**config.mk**
```make
export PLATFORM = sky130hd
export DESIGN_NAME = pc_target_unit_flat
export DESIGN_NICKNAME = d
export VERILOG_FILES = /design/src/rtl/pc_target_if.sv /design/src/rtl/pc_target_unit.sv /design/src/flat_wrapper.sv
export SDC_FILE = /design/constraint.sdc
export NUM_CORES = 1
export LEC_CHECK = 0
export BUFFER_PORTS_ARGS = -buffer_cell sky130_fd_sc_hd__buf_2
export CAP_MARGIN = 0
export CORE_MARGIN = 3
export CORE_UTILIZATION = 48
export DETAILED_ROUTE_END_ITERATION = 8
export PLACE_DENSITY = 0.79
export SLEW_MARGIN = 25
export SYNTH_ARGS = -nofsm -noshare
export SYNTH_HDL_FRONTEND = slang
export SYNTH_SLANG_ARGS = --single-unit
export TNS_END_PERCENT = 20
```
**constraint.sdc**
```tcl
create_clock -name clk -period 3.6 [get_ports clk]
set_clock_uncertainty 0.15 [all_clocks]
set_input_delay 0.18 -clock clk [delete_from_list [all_inputs] [get_ports clk]]
set_output_delay 0.18 -clock clk [all_outputs]
set_load 0.01 [all_outputs]
```
**src/rtl/pc_target_if.sv**
```systemverilog
// Purpose : groups the control, immediate and status signals of pc_target_unit
//           into one bundle.
// Signals : stall, halt, jump, jr, branch, taken -- control inputs to the unit
//           imm_j [JIMM_W], imm_b [BIMM_W]       -- two's complement offsets
//           reg_target [DATA_W]                  -- absolute jr target
//           pc, pc_seq, j_ext [DATA_W]           -- PC and derived values
//           redirect, wrap, halted               -- status flags
// Modports: master drives the controls and reads the results.
//           slave is the pc_target_unit side.
// The unit has no valid/ready handshake. Every control input is sampled on
// every rising clk edge. Inputs must be stable around that edge.
interface pc_target_if #(
    parameter int DATA_W = 16,
    parameter int JIMM_W = 12,
    parameter int BIMM_W = 8
);
    logic              stall;
    logic              halt;
    logic              jump;
    logic              jr;
    logic              branch;
    logic              taken;
    logic [JIMM_W-1:0] imm_j;
    logic [BIMM_W-1:0] imm_b;
    logic [DATA_W-1:0] reg_target;
    logic [DATA_W-1:0] pc;
    logic [DATA_W-1:0] pc_seq;
    logic [DATA_W-1:0] j_ext;
    logic              redirect;
    logic              wrap;
    logic              halted;

    modport master (
        output stall, halt, jump, jr, branch, taken, imm_j, imm_b, reg_target,
        input  pc, pc_seq, j_ext, redirect, wrap, halted
    );

    modport slave (
        input  stall, halt, jump, jr, branch, taken, imm_j, imm_b, reg_target,
        output pc, pc_seq, j_ext, redirect, wrap, halted
    );
endinterface

```
**src/rtl/pc_target_unit.sv**
```systemverilog
// Purpose : program-counter register and next-PC generator for the 16-bit
//           single-cycle core. It supports:
//             - sequential increment;
//             - PC-relative jump and branch;
//             - register-indirect jump;
//             - stall;
//             - a sticky HALT state that only reset leaves.
// Ports   : clk        rising-edge clock
//           rst_n      synchronous reset, active-low
//           bus        pc_target_if.slave (controls in, pc/status out)
//           dbg_state  current FSM state (0 = RUN, 1 = HALT)
module pc_target_unit #(
    parameter int                DATA_W   = 16,
    parameter int                JIMM_W   = 12,
    parameter int                BIMM_W   = 8,
    parameter int                SHIFT    = 0,
    parameter int                PC_INC   = 1,
    parameter logic [DATA_W-1:0] RESET_PC = '0
) (
    input  logic           clk,
    input  logic           rst_n,
    pc_target_if.slave     bus,
    output logic           dbg_state
);
    // Targets are formed in two extra bits. The top two bits of a sum then
    // tell whether the exact result fell below 0 or rose above 2^DATA_W-1.
    localparam int              XW    = DATA_W + 2;
    localparam logic [XW-1:0]   INC_X = XW'(PC_INC);

    typedef enum logic {
        ST_RUN  = 1'b0,
        ST_HALT = 1'b1
    } state_t;

    state_t            state_q, state_d;
    logic [DATA_W-1:0] pc_q, pc_d;
    logic              redirect_q, redirect_d;
    logic              wrap_q, wrap_d;

    logic [DATA_W-1:0] j_ext, b_ext;
    logic [XW-1:0]     base_x, j_sum, b_sum;
    logic              seq_wrap, j_wrap, b_wrap;

    // Sign-extend to DATA_W first, then shift. Bits shifted past DATA_W are lost.
    assign j_ext = {{(DATA_W-JIMM_W){bus.imm_j[JIMM_W-1]}}, bus.imm_j} << SHIFT;
    assign b_ext = {{(DATA_W-BIMM_W){bus.imm_b[BIMM_W-1]}}, bus.imm_b} << SHIFT;

    assign base_x = {2'b00, pc_q} + INC_X;
    assign j_sum  = base_x + {{2{j_ext[DATA_W-1]}}, j_ext};
    assign b_sum  = base_x + {{2{b_ext[DATA_W-1]}}, b_ext};

    // Bit XW-1 set means the result is negative.
    // Bit XW-2 set on a non-negative result means it is at or above 2^DATA_W.
    assign seq_wrap = base_x[XW-2];
    assign j_wrap   = j_sum[XW-1] | j_sum[XW-2];
    assign b_wrap   = b_sum[XW-1] | b_sum[XW-2];

    always_comb begin
        state_d    = state_q;
        pc_d       = pc_q;
        redirect_d = 1'b0;
        wrap_d     = 1'b0;
        case (state_q)
            ST_RUN: begin
                if (bus.halt) begin
                    state_d = ST_HALT;
                end else if (bus.stall) begin
                    pc_d = pc_q;
                end else if (bus.jr) begin
                    pc_d       = bus.reg_target;
                    redirect_d = 1'b1;
                end else if (bus.jump) begin
                    pc_d       = j_sum[DATA_W-1:0];
                    redirect_d = 1'b1;
                    wrap_d     = j_wrap;
                end else if (bus.branch && bus.taken) begin
                    pc_d       = b_sum[DATA_W-1:0];
                    redirect_d = 1'b1;
                    wrap_d     = b_wrap;
                end else begin
                    pc_d   = base_x[DATA_W-1:0];
                    wrap_d = seq_wrap;
                end
            end
            ST_HALT: begin
                state_d = ST_HALT;
            end
            default: begin
                state_d = ST_RUN;
            end
        endcase
    end

    always_ff @(posedge clk) begin
        if (!rst_n) begin
            state_q    <= ST_RUN;
            pc_q       <= RESET_PC;
            redirect_q <= 1'b0;
            wrap_q     <= 1'b0;
        end else begin
            state_q    <= state_d;
            pc_q       <= pc_d;
            redirect_q <= redirect_d;
            wrap_q     <= wrap_d;
        end
    end

    assign bus.pc       = pc_q;
    assign bus.pc_seq   = base_x[DATA_W-1:0];
    assign bus.j_ext    = j_ext;
    assign bus.redirect = redirect_q;
    assign bus.wrap     = wrap_q;
    assign bus.halted   = (state_q == ST_HALT);
    assign dbg_state    = state_q;
endmodule

```
**src/flat_wrapper.sv**
```systemverilog
// flat-port wrapper written by rule: the top's interface ports become plain ports
module pc_target_unit_flat 
#(
    parameter int                DATA_W   = 16,
    parameter int                JIMM_W   = 12,
    parameter int                BIMM_W   = 8,
    parameter int                SHIFT    = 0,
    parameter int                PC_INC   = 1,
    parameter logic [DATA_W-1:0] RESET_PC = '0
)
  (clk, rst_n, dbg_state, bus_stall, bus_halt, bus_jump, bus_jr, bus_branch, bus_taken, bus_imm_j, bus_imm_b, bus_reg_target, bus_pc, bus_pc_seq, bus_j_ext, bus_redirect, bus_wrap, bus_halted);
  pc_target_if #(.DATA_W(DATA_W), .JIMM_W(JIMM_W), .BIMM_W(BIMM_W)) bus_i ();
  input  logic clk;
  input  logic rst_n;
  output logic dbg_state;
  input wire logic [$bits(bus_i.stall)-1:0] bus_stall;
  input wire logic [$bits(bus_i.halt)-1:0] bus_halt;
  input wire logic [$bits(bus_i.jump)-1:0] bus_jump;
  input wire logic [$bits(bus_i.jr)-1:0] bus_jr;
  input wire logic [$bits(bus_i.branch)-1:0] bus_branch;
  input wire logic [$bits(bus_i.taken)-1:0] bus_taken;
  input wire logic [$bits(bus_i.imm_j)-1:0] bus_imm_j;
  input wire logic [$bits(bus_i.imm_b)-1:0] bus_imm_b;
  input wire logic [$bits(bus_i.reg_target)-1:0] bus_reg_target;
  output wire logic [$bits(bus_i.pc)-1:0] bus_pc;
  output wire logic [$bits(bus_i.pc_seq)-1:0] bus_pc_seq;
  output wire logic [$bits(bus_i.j_ext)-1:0] bus_j_ext;
  output wire logic [$bits(bus_i.redirect)-1:0] bus_redirect;
  output wire logic [$bits(bus_i.wrap)-1:0] bus_wrap;
  output wire logic [$bits(bus_i.halted)-1:0] bus_halted;
  assign bus_i.stall = bus_stall;
  assign bus_i.halt = bus_halt;
  assign bus_i.jump = bus_jump;
  assign bus_i.jr = bus_jr;
  assign bus_i.branch = bus_branch;
  assign bus_i.taken = bus_taken;
  assign bus_i.imm_j = bus_imm_j;
  assign bus_i.imm_b = bus_imm_b;
  assign bus_i.reg_target = bus_reg_target;
  assign bus_pc = bus_i.pc;
  assign bus_pc_seq = bus_i.pc_seq;
  assign bus_j_ext = bus_i.j_ext;
  assign bus_redirect = bus_i.redirect;
  assign bus_wrap = bus_i.wrap;
  assign bus_halted = bus_i.halted;
  pc_target_unit #(.DATA_W(DATA_W), .JIMM_W(JIMM_W), .BIMM_W(BIMM_W), .SHIFT(SHIFT), .PC_INC(PC_INC), .RESET_PC(RESET_PC)) u_core (.clk(clk), .rst_n(rst_n), .bus(bus_i), .dbg_state(dbg_state));
endmodule
```
==> impl_metrics.yaml <==
status:
  status: "complete, but fails checks"
  failed_checks: "negative hold slack"
detailed_routing:
  vias_per_cell: 6.129
  drtAntennaViolNets: 0
  drc: 0
  drt_pass1_iterations: 5
  drt_iter0_markers: 357
  num_vias: 3604
  post_drt_wl_per_cell_um: 16.89
  drt_wl_total_mm: 9.930
pwr:
  pwr-share-comb_pct: 55.6
  leakagePower_nw: 1.845
  power_frac_clock_pct: 18.2
  internal-power_w: 0.0005177
  vdd.ir_drop.worst_uv: 143.5
  p_per_area_nw_per_um2: 237.0
  p_sw_share_pct: 42.48
  p_seq_share_pct: 26.2
  p_switching_w: 0.0003824
run:
  drv_cap: 0
timing:
  finalCriticalPeriod_ns: 3.567
  tightest_slew_ns: 0.7214
  slew_headroom_pct: 51.91
  hold_slack_ns: -0.001883
  fin_crit_sh_pct: 99.07
  final.setup.tns_ns: 0
  hold_viol: 1
  finalMaxSlewViolations: 0
  fmax_mhz: 280.4
  setup-violations-final: 0
  setup_ws_ns: 0.03345
  rsz0062_at_grt: "true"
global_routing:
  grt_max_degree: 28
  gr-usage-all-layers_pct: 25.37
  grt_remaining_overflow: 0
  grt_pass1_vias: 3391
  antenna_found_initial: 0
  grt_pass1_wl_mm: 15.77
logic_synthesis:
  yosysSeqAreaShare_pct: 11.90
  synth_top_cell_by_area: "ha_1"
  synth_flop_cell: "dfxtp_1"
  synth_top_family_by_area: "compound AO/OA/AOI/OAI gates"
  ys_async_sr_fraction_pct: 0
  synth_edf_count: 0
  yosys-top-cells-area: "ha_1 14%, dfxtp_1 12%, xnor2_1 7.1%, a21oi_1 6.1%, buf_4 4.2%"
  synth-compound-area-share_pct: 31.95
  synth_xor_area_share_pct: 10.96
  syn-cell-area_sq_um: 3196
  synth_mux_area_share_pct: 0.6265
  synth_cells: 421
  yosys.area.top_type_share_pct: 13.70
  synthSimpleGateAreaFrac_pct: 20.91
  synth_most_common_cell: "a21oi_1"
  ys_seq_elements: 19
  synthTopCellsByCount: "39 x a21oi_1, 36 x nand2_1, 35 x ha_1"
  synth_warnings: 0
  ys_types: 62
  synth_nets: 502
  synth_adder_area_share_pct: 14.96
  avgSynthCellArea_sq_um: 7.590
floorplanning:
  ios: 96
  die_area_sq_um: 7673
  rows: 29
  die_w_um: 87.60
  coreArea_sq_um: 6386
  start_util_pct: 50.04
  die_h_um: 87.60
worst_setup_path:
  r2r_slack_ns: 0.03
  r2r-end: "u_core.bus.pc[13]$_SDFFE_PN0P_"
  critical_path_class: "reg2reg"
  worstPathMaxFanout: 5
  rr_worst_depth: 11
  rr_startpoint: "u_core.bus.pc[4]$_SDFFE_PN0P_"
  cp.arrival_ns: 3.58
  cp.required_ns: 3.61
  cp-end-kind: "flip-flop"
  critPathLaunchType: "flip-flop"
cells_and_area:
  finalInstanceArea_sq_um: 3797
  nets: 593
  syn_to_final_growth_pct: 18.83
  final_util_pct: 59.46
  fill_cells: 600
  antenna_cells: 0
  layout-drive-gt1-share_pct: 28.38
place:
  io_buffer_count: 95
  dp_slack_ns: 0.06806
  hpwlAfterDp_mm: 7.839
  gp_congestion: 0.9652
  place_area_sq_um: 3704
min_path:
  min_path_type: "in2reg"
  worstHoldEndpoint: "u_core.bus.halted$_SDFF_PN0_"
  hold_depth: 3
  worstHoldStart: "bus_halt"
clocking:
  cts_buffer_depth: 2
  cts_buffers: 3
  cts.root.buffer_cell: "clkbuf_8"
  tritoncts: "built"
  clk_pin_slew_worst_paths_ns: 0.08
  clock_sinks: 19
  clock_latency_ns: 0.27
  post_cts_buffers: 0
  htree_levels: 1
-- sequential cells by signal, summed over array words and instances (netlist names) --
| name | count |
|---|---|
| u_core.bus.halted | 1 |
| u_core.bus.pc | 16 |
| u_core.bus.redirect | 1 |
| u_core.bus.wrap | 1 |
-- area by class of cell --
cell class,instances,area [sq um],share of cell area (%)
clock inverters,1,7.507,0.1977
clock buffers,3,41.29,1.087
inverters,9,33.78,0.8896
flip-flops and latches,19,381.6,10.05
well taps,77,96.34,2.537
multi-input cells,360,2581,67.97
repair buffers,119,655.6,17.27
-- worst max-delay path by stage --
stage | startpoint | to | slack (ns) | depth (start not counted)
after floorplan | u_core.bus.pc[0]$_SDFFE_PN0P_ | u_core.bus.wrap$_SDFF_PP0_ | 0.0005 | 14
after global placement | u_core.bus.pc[5]$_SDFFE_PN0P_ | u_core.bus.pc[12]$_SDFFE_PN0P_ | 0.19 | 12
after detailed placement | u_core.bus.pc[4]$_SDFFE_PN0P_ | u_core.bus.pc[13]$_SDFFE_PN0P_ | 0.07 | 11
after CTS | u_core.bus.pc[4]$_SDFFE_PN0P_ | u_core.bus.pc[13]$_SDFFE_PN0P_ | 0.04 | 11
after global routing | u_core.bus.pc[4]$_SDFFE_PN0P_ | u_core.bus.wrap$_SDFF_PP0_ | -0.11 | 13
final | u_core.bus.pc[4]$_SDFFE_PN0P_ | u_core.bus.pc[13]$_SDFFE_PN0P_ | 0.03 | 11
-- power groups by stage --
| stage | Sequential, W | Clock [W] | Combinational, W |
|---|---|---|---|
| global placement | 0.000239 | 0 | 0.000475 |
| floorplan | 0.000246 | 0 | 0.000338 |
| detailed placement | 0.000240 | 0 | 0.000485 |
| finish | 0.000236 | 0.000163 | 0.000501 |
| CTS | 0.000235 | 0.000165 | 0.000489 |
| global route | 0.000238 | 0.000176 | 0.000549 |
-- kinds of logic (layout without fill, tap and decap cells) --
kind of cell	after synthesis	after routing
mux	2	2
simple gates	135	135
xor+xnor	40	40
compound gates	146	146
flops	19	19
buf+inv	42	132
fa+ha+maj	37	37
-- worst max-delay path, cell delays in order (launching register included) --
cell and delay, ns:
dfxtp_1 0.41, and4_1 0.24, and4_2 0.31, xor2_1 0.14, ha_1 0.27, a2111o_1 0.42
o221a_4 0.24, or4_4 0.48, a31oi_1 0.23, xor2_1 0.09, and2_1 0.16, o41ai_1 0.32
-- cell usage in the layout, fill, tap and decap left out, types with 10 or more instances in the layout --
| cell | count |
|---|---|
| dfxtp_1 | 18 |
| a211oi_1 | 11 |
| xnor2_1 | 24 |
| a21o_1 | 10 |
| a21oi_1 | 38 |
| nand2_1 | 36 |
| nand3_1 | 18 |
| buf_4 | 24 |
| xor2_1 | 14 |
| ha_1 | 34 |
| nor2_1 | 32 |
| buf_2 | 95 |
| o21ai_0 | 17 |
-- routing by layer --
layer | track usage [%] | part of all wire (%)
met5 | 0 | 0
met4 | 8.508 | 2.7
met3 | 3.857 | 8.6
met2 | 45.21 | 49
met1 | 30.97 | 40
-- through the flow --
step	instances	total power [W]
floorplan	421	0.0005849
CTS	588	0.0008892
detailed placement	584	0.0007256
global placement	584	0.0007137
global route	588	0.0009633
finish	588	0.0009000
-- what timing repair did --
item,in CTS,in global routing
hold buffers,0,0
endpoints found under the setup margin,0,7
endpoints found under the hold margin,0,0
gates resized for setup,0,10
No activity file was read; power rests on OpenSTA's default activity.
